### src/rtl/mips32_loader_pkg.sv
// ---------------------------------------------------------------------------
// mips32_loader_pkg
//   Shared definitions for the MIPS32 boot-time program loader:
//     - loader_state_e : loader FSM states
//     - HLT_OPCODE_DEF : default opcode field value of the HLT instruction
//     - ERR_OVF/ERR_CSUM : bit positions inside the err status vector
//     - is_hlt()       : opcode-field compare used when tracking hlt_seen
// ---------------------------------------------------------------------------
package mips32_loader_pkg;

  typedef enum logic [2:0] {
    IDLE    = 3'd0,
    CLEAR   = 3'd1,
    LOAD    = 3'd2,
    RELEASE = 3'd3,
    RUN     = 3'd4,
    DONE    = 3'd5
  } loader_state_e;

  localparam logic [5:0] HLT_OPCODE_DEF = 6'h3f;

  localparam int ERR_OVF  = 0;
  localparam int ERR_CSUM = 1;

  // True when the opcode field (instruction bits [31:26]) equals the HLT opcode.
  function automatic logic is_hlt(input logic [5:0] op_field, input logic [5:0] hlt_op);
    return op_field == hlt_op;
  endfunction

endpackage

### src/rtl/mips32_prog_loader_if.sv
// ---------------------------------------------------------------------------
// mips32_prog_loader_if
//   Bundles the loader's two bus-style connections:
//     program stream : in_valid, in_data, in_last (source -> loader), in_ready (loader -> source)
//     memory write   : mem_we, mem_addr, mem_wdata (loader -> instruction/data memory)
//   Modports:
//     slave  : the loader side (consumes the stream, drives the memory bus)
//     master : the environment side (program source and memory)
// ---------------------------------------------------------------------------
interface mips32_prog_loader_if #(
  parameter int ADDR_W = 10,
  parameter int DATA_W = 32
) ();

  logic              in_valid;
  logic [DATA_W-1:0] in_data;
  logic              in_last;
  logic              in_ready;
  logic              mem_we;
  logic [ADDR_W-1:0] mem_addr;
  logic [DATA_W-1:0] mem_wdata;

  modport slave (
    input  in_valid, in_data, in_last,
    output in_ready, mem_we, mem_addr, mem_wdata
  );

  modport master (
    output in_valid, in_data, in_last,
    input  in_ready, mem_we, mem_addr, mem_wdata
  );

endinterface

### src/rtl/mips32_sync2.sv
// ---------------------------------------------------------------------------
// mips32_sync2
//   Two-flop synchroniser for a single level signal (used for the core's
//   HALTED flag, which comes from the two-phase-clocked core).
//   Ports:
//     clk   in  destination clock
//     rst_n in  asynchronous active-low reset, output resets to 0
//     d     in  asynchronous level input
//     q     out synchronised level (two clk edges of latency)
// ---------------------------------------------------------------------------
module mips32_sync2 (
  input  logic clk,
  input  logic rst_n,
  input  logic d,
  output logic q
);

  logic meta_reg;
  logic sync_reg;

  always_ff @(posedge clk or negedge rst_n) begin
    if (!rst_n) begin
      meta_reg <= 1'b0;
      sync_reg <= 1'b0;
    end else begin
      meta_reg <= d;
      sync_reg <= meta_reg;
    end
  end

  assign q = sync_reg;

endmodule

### src/rtl/mips32_prog_loader.sv
// ---------------------------------------------------------------------------
// mips32_prog_loader
//   Boot path for the pipelined MIPS32 core: on start it zeroes all
//   2**ADDR_W memory words, streams program words from a valid/ready source
//   into memory from address 0, releases the core from reset and waits for
//   the core's HALTED flag.
//
//   Optional feature (compile-time macro MIPS32_LOADER_CHECKSUM_EN):
//     defined     : the in_last word is a checksum (not written, not counted)
//                   compared against the mod-2**DATA_W sum of the written
//                   words; a mismatch sets err[1] and the core stays in reset.
//     not defined : the in_last word is an ordinary program word; err[1] is 0.
//
//   Ports:
//     clk1        in   single clock
//     rst_n       in   asynchronous active-low reset
//     start       in   1-cycle pulse, honoured in IDLE or DONE only
//     bus         slave modport: program stream in, memory write bus out
//     core_halted in   core HALTED flag (synchronised internally)
//     core_rst_n  out  core reset, low holds the core
//     busy        out  high in CLEAR/LOAD/RELEASE/RUN
//     done        out  high in DONE
//     err         out  [0] overflow, [1] checksum mismatch; sticky until start
//     hlt_seen    out  an HLT word was written during LOAD
//     word_count  out  number of program words written
// ---------------------------------------------------------------------------
module mips32_prog_loader
  import mips32_loader_pkg::*;
#(
  parameter int         ADDR_W     = 10,
  parameter int         DATA_W     = 32,
  parameter logic [5:0] HLT_OPCODE = HLT_OPCODE_DEF
) (
  input  logic                clk1,
  input  logic                rst_n,
  input  logic                start,
  mips32_prog_loader_if.slave bus,
  input  logic                core_halted,
  output logic                core_rst_n,
  output logic                busy,
  output logic                done,
  output logic [1:0]          err,
  output logic                hlt_seen,
  output logic [ADDR_W:0]     word_count
);

  localparam logic [ADDR_W:0]   DEPTH     = {1'b1, {ADDR_W{1'b0}}};
  localparam logic [ADDR_W-1:0] LAST_ADDR = {ADDR_W{1'b1}};

  loader_state_e     state_reg;
  logic              in_ready_reg;
  logic              mem_we_reg;
  logic [ADDR_W-1:0] mem_addr_reg;
  logic [DATA_W-1:0] mem_wdata_reg;
  logic              core_rst_n_reg;
  logic [1:0]        err_reg;
  logic              hlt_reg;
  // Write pointer; every written word advances it, so it doubles as word_count.
  logic [ADDR_W:0]   wptr_reg;

  logic halted_sync;
  logic accept;
  logic full;
  logic csum_word;

  mips32_sync2 u_halt_sync (
    .clk   (clk1),
    .rst_n (rst_n),
    .d     (core_halted),
    .q     (halted_sync)
  );

  assign accept = bus.in_valid & in_ready_reg;
  assign full   = (wptr_reg == DEPTH);

`ifdef MIPS32_LOADER_CHECKSUM_EN
  logic [DATA_W-1:0] sum_reg;
  assign csum_word = bus.in_last;
`else
  assign csum_word = 1'b0;
`endif

  always_ff @(posedge clk1 or negedge rst_n) begin
    if (!rst_n) begin
      state_reg      <= IDLE;
      in_ready_reg   <= 1'b0;
      mem_we_reg     <= 1'b0;
      mem_addr_reg   <= '0;
      mem_wdata_reg  <= '0;
      core_rst_n_reg <= 1'b0;
      err_reg        <= '0;
      hlt_reg        <= 1'b0;
      wptr_reg       <= '0;
`ifdef MIPS32_LOADER_CHECKSUM_EN
      sum_reg        <= '0;
`endif
    end else begin
      // The write strobe is a single-cycle pulse unless a branch below renews it.
      mem_we_reg <= 1'b0;

      case (state_reg)
        IDLE, DONE: begin
          if (start) begin
            state_reg      <= CLEAR;
            err_reg        <= '0;
            hlt_reg        <= 1'b0;
            wptr_reg       <= '0;
            core_rst_n_reg <= 1'b0;
`ifdef MIPS32_LOADER_CHECKSUM_EN
            sum_reg        <= '0;
`endif
            // First clear write goes out in the first CLEAR cycle.
            mem_we_reg     <= 1'b1;
            mem_addr_reg   <= '0;
            mem_wdata_reg  <= '0;
          end
        end

        CLEAR: begin
          if (mem_addr_reg == LAST_ADDR) begin
            state_reg    <= LOAD;
            in_ready_reg <= 1'b1;
          end else begin
            mem_we_reg   <= 1'b1;
            mem_addr_reg <= mem_addr_reg + 1'b1;
          end
        end

        LOAD: begin
          if (accept) begin
            if (csum_word) begin
              // Checksum word is never written, so it is exempt from the
              // overflow test and a full 2**ADDR_W-word program still fits.
              in_ready_reg <= 1'b0;
`ifdef MIPS32_LOADER_CHECKSUM_EN
              if (bus.in_data == sum_reg) begin
                state_reg <= RELEASE;
              end else begin
                err_reg[ERR_CSUM] <= 1'b1;
                state_reg         <= DONE;
              end
`endif
            end else if (full) begin
              in_ready_reg     <= 1'b0;
              err_reg[ERR_OVF] <= 1'b1;
              state_reg        <= DONE;
            end else begin
              mem_we_reg    <= 1'b1;
              mem_addr_reg  <= wptr_reg[ADDR_W-1:0];
              mem_wdata_reg <= bus.in_data;
              wptr_reg      <= wptr_reg + 1'b1;
`ifdef MIPS32_LOADER_CHECKSUM_EN
              sum_reg       <= sum_reg + bus.in_data;
`endif
              if (is_hlt(bus.in_data[31:26], HLT_OPCODE)) begin
                hlt_reg <= 1'b1;
              end
              if (bus.in_last) begin
                in_ready_reg <= 1'b0;
                state_reg    <= RELEASE;
              end
            end
          end
        end

        // The final program write (if any) is on the bus during this cycle;
        // the core leaves reset only once it has completed.
        RELEASE: begin
          state_reg      <= RUN;
          core_rst_n_reg <= 1'b1;
        end

        RUN: begin
          if (halted_sync) begin
            state_reg <= DONE;
          end
        end

        default: begin
          state_reg <= IDLE;
        end
      endcase
    end
  end

  assign bus.in_ready  = in_ready_reg;
  assign bus.mem_we    = mem_we_reg;
  assign bus.mem_addr  = mem_addr_reg;
  assign bus.mem_wdata = mem_wdata_reg;

  assign core_rst_n = core_rst_n_reg;
  assign busy       = (state_reg == CLEAR) || (state_reg == LOAD) ||
                      (state_reg == RELEASE) || (state_reg == RUN);
  assign done       = (state_reg == DONE);
  assign err        = err_reg;
  assign hlt_seen   = hlt_reg;
  assign word_count = wptr_reg;

endmodule

### src/flat_wrapper.sv
// flat-port wrapper written by rule: the top's interface ports become plain ports
module mips32_prog_loader_flat import mips32_loader_pkg::*;
#(
  parameter int         ADDR_W     = 10,
  parameter int         DATA_W     = 32,
  parameter logic [5:0] HLT_OPCODE = HLT_OPCODE_DEF
)
  (clk1, rst_n, start, core_halted, core_rst_n, busy, done, err, hlt_seen, word_count, bus_in_valid, bus_in_data, bus_in_last, bus_in_ready, bus_mem_we, bus_mem_addr, bus_mem_wdata);
  mips32_prog_loader_if #(.ADDR_W(ADDR_W), .DATA_W(DATA_W)) bus_i ();
  input  logic clk1;
  input  logic rst_n;
  input  logic start;
  input  logic core_halted;
  output logic core_rst_n;
  output logic busy;
  output logic done;
  output logic [1:0] err;
  output logic hlt_seen;
  output logic [ADDR_W:0] word_count;
  input wire logic [$bits(bus_i.in_valid)-1:0] bus_in_valid;
  input wire logic [$bits(bus_i.in_data)-1:0] bus_in_data;
  input wire logic [$bits(bus_i.in_last)-1:0] bus_in_last;
  output wire logic [$bits(bus_i.in_ready)-1:0] bus_in_ready;
  output wire logic [$bits(bus_i.mem_we)-1:0] bus_mem_we;
  output wire logic [$bits(bus_i.mem_addr)-1:0] bus_mem_addr;
  output wire logic [$bits(bus_i.mem_wdata)-1:0] bus_mem_wdata;
  assign bus_i.in_valid = bus_in_valid;
  assign bus_i.in_data = bus_in_data;
  assign bus_i.in_last = bus_in_last;
  assign bus_in_ready = bus_i.in_ready;
  assign bus_mem_we = bus_i.mem_we;
  assign bus_mem_addr = bus_i.mem_addr;
  assign bus_mem_wdata = bus_i.mem_wdata;
  mips32_prog_loader #(.ADDR_W(ADDR_W), .DATA_W(DATA_W), .HLT_OPCODE(HLT_OPCODE)) u_core (.clk1(clk1), .rst_n(rst_n), .start(start), .bus(bus_i), .core_halted(core_halted), .core_rst_n(core_rst_n), .busy(busy), .done(done), .err(err), .hlt_seen(hlt_seen), .word_count(word_count));
endmodule
### config.mk
export PLATFORM = sky130hd
export DESIGN_NAME = mips32_prog_loader_flat
export DESIGN_NICKNAME = d
export VERILOG_FILES = /design/src/rtl/mips32_loader_pkg.sv /design/src/rtl/mips32_prog_loader_if.sv /design/src/rtl/mips32_sync2.sv /design/src/rtl/mips32_prog_loader.sv /design/src/flat_wrapper.sv
export SDC_FILE = /design/constraint.sdc
export NUM_CORES = 1
export LEC_CHECK = 0
export CAP_MARGIN = 20
export CORE_UTILIZATION = 42
export CTS_CLUSTER_SIZE = 8
export DETAILED_ROUTE_END_ITERATION = 8
export PLACE_DENSITY = 0.85
export SYNTH_ARGS = -nofsm -noshare
export SYNTH_HDL_FRONTEND = slang
export SYNTH_SLANG_ARGS = --single-unit
### constraint.sdc
create_clock -name clk1 -period 1.8 [get_ports clk1]
set_input_delay 0.36 -clock clk1 [delete_from_list [all_inputs] [get_ports clk1]]
set_output_delay 0.36 -clock clk1 [all_outputs]
set_load 0.01 [all_outputs]
# --- Word-level counts from Yosys, hierarchy flattened ---
# Cells that the tools add are included.
totals:
  ff_bits: 63
  output_inout_bits: 61
  word_cells: 87
op_classes:
  addsub: 2
  n_eq_ne: 17
  mux: 40
  n_bitwise: 1
  reduce_logical: 16
op_table:
  columns: ["cell", "n"]
  rows:
  - ["$mux 32", 3]
  - ["$pmux 32 s2", 1]
  - ["$mux 10", 4]
  - ["$mux 11", 3]
  - ["$pmux 10 s3", 1]
  - ["$pmux 11 s2", 1]
  - ["$mux 3", 6]
  - ["$mux 1", 15]
  - ["$pmux 3 s5", 1]
  - ["$reduce_and 5->1", 3]
  - ["$reduce_and 4->1", 3]
  - ["$add 11x1->11 const B", 1]
  - ["$eq 11x11->1 const B", 1]
  - ["$add 10x1->10 const B", 1]
  - ["$eq 10x10->1 const B", 1]
  - ["$ne 2x1->1 const B", 4]
  - ["$ne 2x2->1 const B", 4]
  - ["$pmux 1 s2", 4]
  - ["$eq 3x2->1 const B", 2]
  - ["$eq 3x3->1 const B", 2]
  - ["$eq 6x6->1 const B", 1]
  - ["$reduce_bool 2->1", 3]
  - ["$eq 3x1->1 const B", 1]
  - ["$logic_not 3->1", 1]
  - ["7 further kinds", 9]

# --- Depth between registers and ports, before layout ---
# Gate-level depths: netlist of the first run.
logic_depth:
  ltp_word: 5
  mapped_depth: 9
  depth_no_buf: 7

# --- Hierarchy ---
# Synthesis of the first run repeated with hierarchy kept, for this count alone.
unflattened:
  hier_cells: 341
  hier_area_um2: 3070.4
by_module_without_submodules:
  columns: ["module", "n_inst", "cells_each", "area_each_um2", "seq_area_each_um2"]
  rows:
  - ["mips32_prog_loader", 1, 339, 3020.4, 1526.5]
  - ["mips32_sync2", 1, 2, 50.0, 50.0]

# --- Worst setup path before layout of the first run ---
# OpenSTA, ideal clock, no wires.
synth_path:
  path_kind: "reg-to-reg"
  startpoint: "register u_core.wptr_reg[0] (netlist: u_core.word_count[0])"
  endpoint: "register u_core.mem_addr_reg[0] (netlist: u_core.bus.mem_addr[0])"
  setup_time_ps: 128
  t_arrival_ps: 1745
  t_required_ps: 1672
  setup_slack_ps: -72
  stages_incl_launch_ff: 7
  period_less_slack_ps: 1872
  path_cell_list: "dfrtp_1 -> inv_1 -> ha_1 -> nor2b_1 -> nand4_1 -> a211oi_4 -> mux2_1"
synth_between:
  elab_chain_cells: 3
synth_lines:
  columns: ["item", "line", "source"]
  rows:
  - ["start: declaration", "mips32_prog_loader.sv:59", "logic [ADDR_W:0] wptr_reg;"]
  - ["start signal: assignment", "mips32_prog_loader.sv:151", "wptr_reg <= wptr_reg + 1'b1;"]
  - ["$eq 11x11->1 or $mux 10 (tied branches)", "mips32_prog_loader.sv:74, mips32_prog_loader.sv:143", null]
  - ["$ne 2x2->1 (no source line) or $mux 10 (tied branches)", null, null]
  - ["$reduce_and 5->1 (no source line) or $pmux 10 s3 (tied branches)", null, null]
  - ["end signal: assignment", "mips32_prog_loader.sv:125", "mem_addr_reg <= mem_addr_reg + 1'b1;"]
  - ["end signal: assignment", "mips32_prog_loader.sv:149", "mem_addr_reg <= wptr_reg[ADDR_W-1:0];"]
  - ["end: declaration", "mips32_prog_loader.sv:53", "logic [ADDR_W-1:0] mem_addr_reg;"]
# Several ways; a longest one is shown, not always the timed one. The select of a mux whose other input is x is not followed.
# A chain may end at the register's enable or synchronous reset.

# --- Worst setup path in the final report of the first run ---
layout_path:
  startpoint: "register u_core.wptr_reg[0] (netlist: u_core.word_count[0])"
  endpoint: "register u_core.mem_wdata_reg[29] (netlist: u_core.bus.mem_wdata[29])"
layout_between:
  elab_chain_cells: 3
layout_lines:
  columns: ["item", "line", "source"]
  rows:
  - ["$eq 11x11->1", "mips32_prog_loader.sv:74", "assign full = (wptr_reg == DEPTH);"]
  - ["$ne 2x2->1 (no source line)", null, null]
  - ["$reduce_and 4->1 (no source line)", null, null]
  - ["end signal: assignment", "mips32_prog_loader.sv:150", "mem_wdata_reg <= bus.in_data;"]
  - ["end: declaration", "mips32_prog_loader.sv:54", "logic [DATA_W-1:0] mem_wdata_reg;"]
# No other way between the ends.

==> impl_metrics.py, run 1 <==
metrics = {
    "run_status": {
        "status": "finished, violations left",
        "violations": "negative setup slack",
    },
    "pwr": {
        "p_leak_nw": 2.27,
        "peakVddDrop_mv": 0.718,
        "comb_power_share": 0.544,
        "clkPwrFrac": 0.156,
        "switching_share": 0.384,
        "switching_power_mw": 2.62,
        "p_int_mw": 4.20,
        "power_density_nw_per_um2": 1320,
        "p_seq_frac": 0.300,
        "total_power_mw": 6.82,
    },
    "timing": {
        "slew_violations": 0,
        "max_freq_mhz": 518,
        "hold_viol": 0,
        "setup_violations": 35,
        "hold_ws_ps": 352,
        "rsz0062_at_grt": "true",
        "fin_crit_ps": 1930,
        "clock-skew-final_ps": 8.19,
        "setup_ws_ps": -129,
        "fin_crit_sh": 1.07,
    },
    "place": {
        "port_buffers": 97,
        "gp_congestion": 0.876,
        "dp_cells": 567,
        "hpwl_um": 5900,
    },
    "yosys": {
        "ys_types": 49,
        "synth_edf_count": 0,
        "synth_nets": 386,
        "yosysWarnings": 0,
        "ys_seq_area_frac": 0.513,
        "ys.flop_type": "dfrtp_1",
        "synthCells": 345,
        "synthArstFlopShare": 1.00,
        "syn-cell-area_sq_um": 3080,
        "syn_area_per_cell_sq_um": 8.91,
        "synth-seq-cells": 63,
    },
    "drt": {
        "met2_wirelength_um": 5320,
        "drt-initial-drc-count": 280,
        "first_pass_iters": 5,
        "wl_met1_um": 4250,
        "antenna_left": 0,
        "wl_um": 10600,
        "dr_wl_met3_um": 659,
        "vias_per_cell": 5.50,
        "wire_per_inst_um": 17.6,
        "drc": 0,
        "num_vias": 3307,
        "top_layer": "met4",
    },
    "clock_network": {
        "cts_htree_levels": 3,
        "cts_buffer_depth": 2,
        "cts_tree": "done",
        "clk_latency_ps": 340,
        "cts_made_buffers": 9,
        "cts_sinks": 63,
        "clk_pin_slew_ps": 80,
        "cts-root-buf": "clkbuf_8",
    },
    "setup_path": {
        "reg2reg_depth": 10,
        "critPathKind": "register to register",
        "cp_max_fo": 8,
        "critPathLaunchType": "register",
        "crit_path_end_kind": "register",
        "cp.required_ps": 2050,
        "arrival_ps": 2180,
    },
    "die": {
        "core_region_area_sq_um": 6940,
        "start_util": 0.443,
        "die_h_um": 87.6,
        "fp-row-count": 30,
        "die_x_um": 87.6,
        "io_pins": 99,
        "dieArea_sq_um": 7670,
    },
    "global_route": {
        "grt_max_degree": 51,
        "grt_usage": 0.274,
        "grt_pass1_wl_um": 15800,
        "antenna_found_initial": 0,
        "grt_pass1_vias": 3295,
        "grt_overflow": 0,
    },
    "worst_hold_path": {
        "hold_class": "register to register",
        "whs_path_depth": 0,
    },
    "cells_and_area": {
        "largest_reg_flops": 32,
        "drive_gt1_frac": 0.293,
        "final_cells": 601,
        "diodes": 0,
        "n_fill_cell": 468,
        "num-nets-final": 541,
        "area_growth_pct": 68.0,
    },
    "flow_run": {
        "maxCapViolations": 0,
    },
}
-- layout make-up --
type	instances	area [sq um]	area share
Clock buffer	10	128	0.0247
Clock inverter	6	37.5	0.00727
Inverter	5	18.8	0.00363
Multi-Input combinational cell	255	1590	0.308
Sequential cell	63	1580	0.306
Tap cell	96	120	0.0233
Timing Repair Buffer	166	1690	0.326
-- cell usage in the layout, fill, tap and decap left out, types with 5 or more instances in the layout --
cell type / synthesis / routed
a21oi_1: 11 / 8
buf_4: 4 / 48
buf_6: 2 / 9
clkbuf_8: 0 / 9
clkdlybuf4s50_1: 0 / 88
dfrtp_1: 63 / 58
dfrtp_2: 0 / 5
nand2_1: 90 / 76
nand2_2: 0 / 10
nand3_1: 10 / 10
nand4_1: 5 / 5
nor2_1: 21 / 20
o21ai_0: 46 / 21
o21ai_1: 6 / 13
o21ai_2: 0 / 18
xnor2_1: 5 / 5
xor2_1: 6 / 6
-- critical path, stage by stage, from the launching register on --
cell     delay [ps]
dfrtp_2         410
inv_2            80
ha_4            120
nor2b_4         150
nand4_1         120
buf_6           170
a21oi_4         230
buf_6           200
buf_16          140
nand2_1          70
o21ai_1         130
-- power groups by stage --
stage / logic, mW / registers [mW] / clock network (mW)
after floorplan: 1.18 / 2.13 / 0
after global placement: 2.65 / 1.99 / 0
after detailed placement: 2.73 / 2.01 / 0
after CTS: 3.34 / 2.00 / 1.07
after global routing: 3.96 / 2.07 / 1.16
final: 3.71 / 2.04 / 1.07
-- synth_stat cells (2+ instances only) --
library cell | instances | area, sq um
nand2_1 | 90 | 338
xnor2_1 | 5 | 43.8
inv_1 | 5 | 18.8
nand2b_1 | 2 | 12.5
xor2_1 | 6 | 52.6
a221oi_1 | 2 | 17.5
dfrtp_1 | 63 | 1580
nand3_1 | 10 | 50.1
nor3_1 | 4 | 20.0
a22oi_1 | 4 | 30.0
nor2_1 | 21 | 78.8
and2_1 | 2 | 12.5
ha_1 | 3 | 37.5
or3_1 | 3 | 18.8
buf_4 | 4 | 30.0
o21ai_1 | 6 | 30.0
clkbuf_1 | 10 | 37.5
a41oi_1 | 2 | 17.5
a21oi_1 | 11 | 55.1
and3_1 | 4 | 25.0
nor2b_1 | 4 | 25.0
o21ai_0 | 46 | 230
and4_1 | 3 | 26.3
buf_2 | 5 | 25.0
nand4_1 | 5 | 31.3
buf_6 | 2 | 22.5
-- layer usage --
metal | up-vias | global-route usage
met5 | - | 0
met4 | 0 | 0.142
li1 | 1495 | -
met1 | 1609 | 0.335
met3 | 38 | 0.0547
met2 | 165 | 0.460
-- logic make-up after synthesis --
family                   share of synthesized area
flip-flops                                   0.513
multiplexers                               0.00732
AND/OR/NAND/NOR                              0.234
other                                      0.00122
XOR/XNOR                                    0.0313
adder cells (fa/ha/maj)                     0.0122
AO/OA/AOI/OAI                                0.157
buffers and inverters                       0.0448
-- metrics by stage --
step           worst slack [ps]  TNS [ps]  instance area, sq um   util
5_1_grt                    -176     -3980                  5170  0.744
2_1_floorplan             -65.2      -215                  3080      -
4_1_cts                   -49.6      -853                  4990  0.719
3_5_place_dp               -199     -6130                  4480  0.646
6_report                   -129     -1840                  5170  0.744
3_3_place_gp               -154     -3230                  4480  0.646
-- what timing repair did --
item / CTS / global route
endpoints found under the hold margin: 13 / 0
buffers inserted: 11 / 2
pin swaps: 12 / 26
hold buffers: 1 / 0
resized for setup: 50 / 61
gates cloned: 4 / 3
setup endpoints to repair: 50 / 56
-- final timing paths --
kind	start	end	slack [ps]
max	u_core.word_count[0]$_DFFE_PN0P_	u_core.bus.mem_wdata[29]$_DFFE_PN0P_	-130
min	u_core.u_halt_sync.meta_reg$_DFF_PN0_	u_core.u_halt_sync.q$_DFF_PN0_	350
max reg2reg	u_core.word_count[0]$_DFFE_PN0P_	u_core.bus.mem_wdata[29]$_DFFE_PN0P_	-130
min reg2reg	u_core.u_halt_sync.meta_reg$_DFF_PN0_	u_core.u_halt_sync.q$_DFF_PN0_	350
max in group asynchronous	rst_n	u_core.word_count[0]$_DFFE_PN0P_	760
min in group asynchronous	rst_n	u_core.u_halt_sync.q$_DFF_PN0_	460
Power figures use the tool's default switching activity.
==> run 2: changes to the inputs <==
Settings changed: SLEW_MARGIN set to 10.
==> results of run 2 <==
Same layout as run 1: the final DEF is identical, and so are final timing and power.
==> run 3: changes to the inputs <==
Settings changed: MAX_ROUTING_LAYER set to met4.
==> impl_metrics.py, run 3 (same netlist as run 1, synthesis figures left out) <==
metrics = {
    "clock_network": {
        "clk_pin_slew_ps": 70,
        "cts_made_buffers": 9,
        "cts-root-buf": "clkbuf_8",
        "cts_sinks": 63,
        "clk_latency_ps": 340,
        "cts_htree_levels": 3,
        "cts_buffer_depth": 2,
        "cts_tree": "done",
    },
    "pwr": {
        "peakVddDrop_mv": 0.698,
        "p_leak_nw": 2.40,
        "power_density_nw_per_um2": 1370,
    },
    "timing": {
        "worst_pin_slew_ps": 523,
        "slew_violations": 0,
        "max_freq_mhz": 512,
        "rsz0062_at_grt": "true",
        "setup_violations": 42,
        "fin_setup_tns_ps": -1850,
        "fin_crit_ps": 1950,
        "clock-skew-final_ps": 7.94,
        "setup_ws_ps": -155,
        "slew_headroom": 0.651,
        "fin_crit_sh": 1.09,
        "hold_viol": 0,
    },
    "die": {
        "io_pins": 99,
        "core_region_area_sq_um": 6940,
        "die_h_um": 87.6,
        "fp-row-count": 30,
        "die_x_um": 87.6,
        "start_util": 0.443,
        "dieArea_sq_um": 7670,
    },
    "drt": {
        "first_pass_iters": 5,
        "antenna_left": 0,
        "drc": 0,
        "num_vias": 3372,
        "drt-initial-drc-count": 242,
        "wire_per_inst_um": 18.3,
        "vias_per_cell": 5.53,
        "wl_um": 11200,
    },
    "cells_and_area": {
        "layout_common_cells": "clkdlybuf4s50_1, nand2_1, dfrtp_1, buf_4, o21ai_2",
        "final_cells": 610,
        "num-nets-final": 550,
        "area_growth_pct": 75.2,
        "drive_gt1_frac": 0.346,
        "largest_reg_flops": 32,
        "diodes": 0,
        "layout_commonest_cell": "clkdlybuf4s50_1",
    },
    "place": {
        "port_buffers": 97,
        "dp_cells": 570,
        "gp_congestion": 0.898,
        "hpwl_um": 6250,
    },
    "worst_hold_path": {
        "whs_path_depth": 0,
        "hold_class": "register to register",
        "worstHoldEndpoint": "u_core.u_halt_sync.q$_DFF_PN0_",
        "hp-start": "u_core.u_halt_sync.meta_reg$_DFF_PN0_",
    },
    "setup_path": {
        "cp.required_ps": 2060,
        "r2r-end": "u_core.word_count[3]$_DFFE_PN0P_",
        "r2r_slack_ps": -150,
        "reg2reg_depth": 8,
        "cp_max_fo": 8,
        "critPathKind": "register to register",
        "critPathLaunchType": "register",
        "arrival_ps": 2210,
        "reg2reg_from": "u_core.state_reg[2]$_DFFE_PN0P_",
        "crit_path_end_kind": "register",
    },
    "global_route": {
        "grt_overflow": 0,
        "grt_usage": 0.256,
        "grt_pass1_vias": 3169,
        "grt_max_degree": 67,
        "grt_pass1_wl_um": 14500,
        "antenna_found_initial": 0,
    },
    "run_status": {
        "status": "finished, violations left",
        "violations": "negative setup slack",
    },
    "flow_run": {
        "maxCapViolations": 0,
    },
}
-- run 3: cell count changes in the layout (fill, tap and decap cells not counted), moves of 3 or more --
cell,previous run,this run
buf_4,48,54
buf_12,4,7
nand2_1,76,58
o21ai_2,18,23
nand2_4,4,18
o21ai_1,13,16
o21ai_0,21,12
buf_16,4,0
nand2_2,10,14
-- run 3: routing by layer --
layer / track usage / wire [um] / vias to the layer above
met2: 0.427 / 5660 / 182
met3: 0.0471 / 684 / 32
li1: - / - / 1509
met1: 0.299 / 4500 / 1649
met5: - / 0 / -
met4: 0.122 / 317 / 0
-- run 3: cell type report --
| type | instances | area, sq um |
|---|---|---|
| clock buffers | 11 | 151 |
| clock inverters | 5 | 32.5 |
| fillers | 417 | 1560 |
| inverters | 5 | 18.8 |
| multi-input cells | 255 | 1720 |
| flip-flops and latches | 63 | 1580 |
| well taps | 96 | 120 |
| repair buffers | 175 | 1760 |
-- run 3: worst max-delay path: stages (launching register included) --
cell,delay (ps)
dfrtp_2,440
buf_6,130
nor3b_4,210
and3_4,240
a21oi_4,70
buf_12,150
buf_6,110
or3_1,350
a21oi_1,170
-- run 3: what timing repair did --
item / 4_1_cts / 5_1_grt
cloned: 0 / 8
setup endpoints to repair: 51 / 60
hold endpoints to repair: 14 / 0
resized for setup: 24 / 132
hold buffers: 1 / 0
buffers inserted: 5 / 11
pin swaps: 8 / 51
-- run 3: report_power, final --
part           internal (mW)  switching [mW]  total (mW)
clock network          0.569           0.570        1.14
logic                   2.17            1.98        4.15
registers               1.77           0.331        2.10
-- run 3: how the worst max path moves through the flow --
stage / cells after the start / slack, ps / startpoint / end
floorplan: 4 / -70 / u_core.word_count[5]$_DFFE_PN0P_ / u_core.bus.mem_addr[0]$_DFFE_PN0P_
global placement: 7 / -160 / bus_in_valid / u_core.bus.mem_addr[9]$_DFFE_PN0P_
detailed placement: 7 / -210 / bus_in_valid / u_core.bus.mem_addr[7]$_DFFE_PN0P_
CTS: 4 / -30 / u_core.state_reg[0]$_DFFE_PN0P_ / busy
global route: 8 / -210 / u_core.state_reg[2]$_DFFE_PN0P_ / u_core.word_count[3]$_DFFE_PN0P_
finish: 8 / -150 / u_core.state_reg[2]$_DFFE_PN0P_ / u_core.word_count[3]$_DFFE_PN0P_
-- run 3: metrics by stage --
stage	util	hold WS (ps)	total power [mW]	area, sq um	setup slack, ps
global placement	0.645	335	4.63	4480	-160
finish	0.776	351	7.39	5390	-155
global route	0.776	364	7.73	5390	-208
CTS	0.687	355	6.00	4770	-25.6
floorplan	-	64.4	3.32	3080	-65.2
detailed placement	0.645	339	4.74	4480	-205
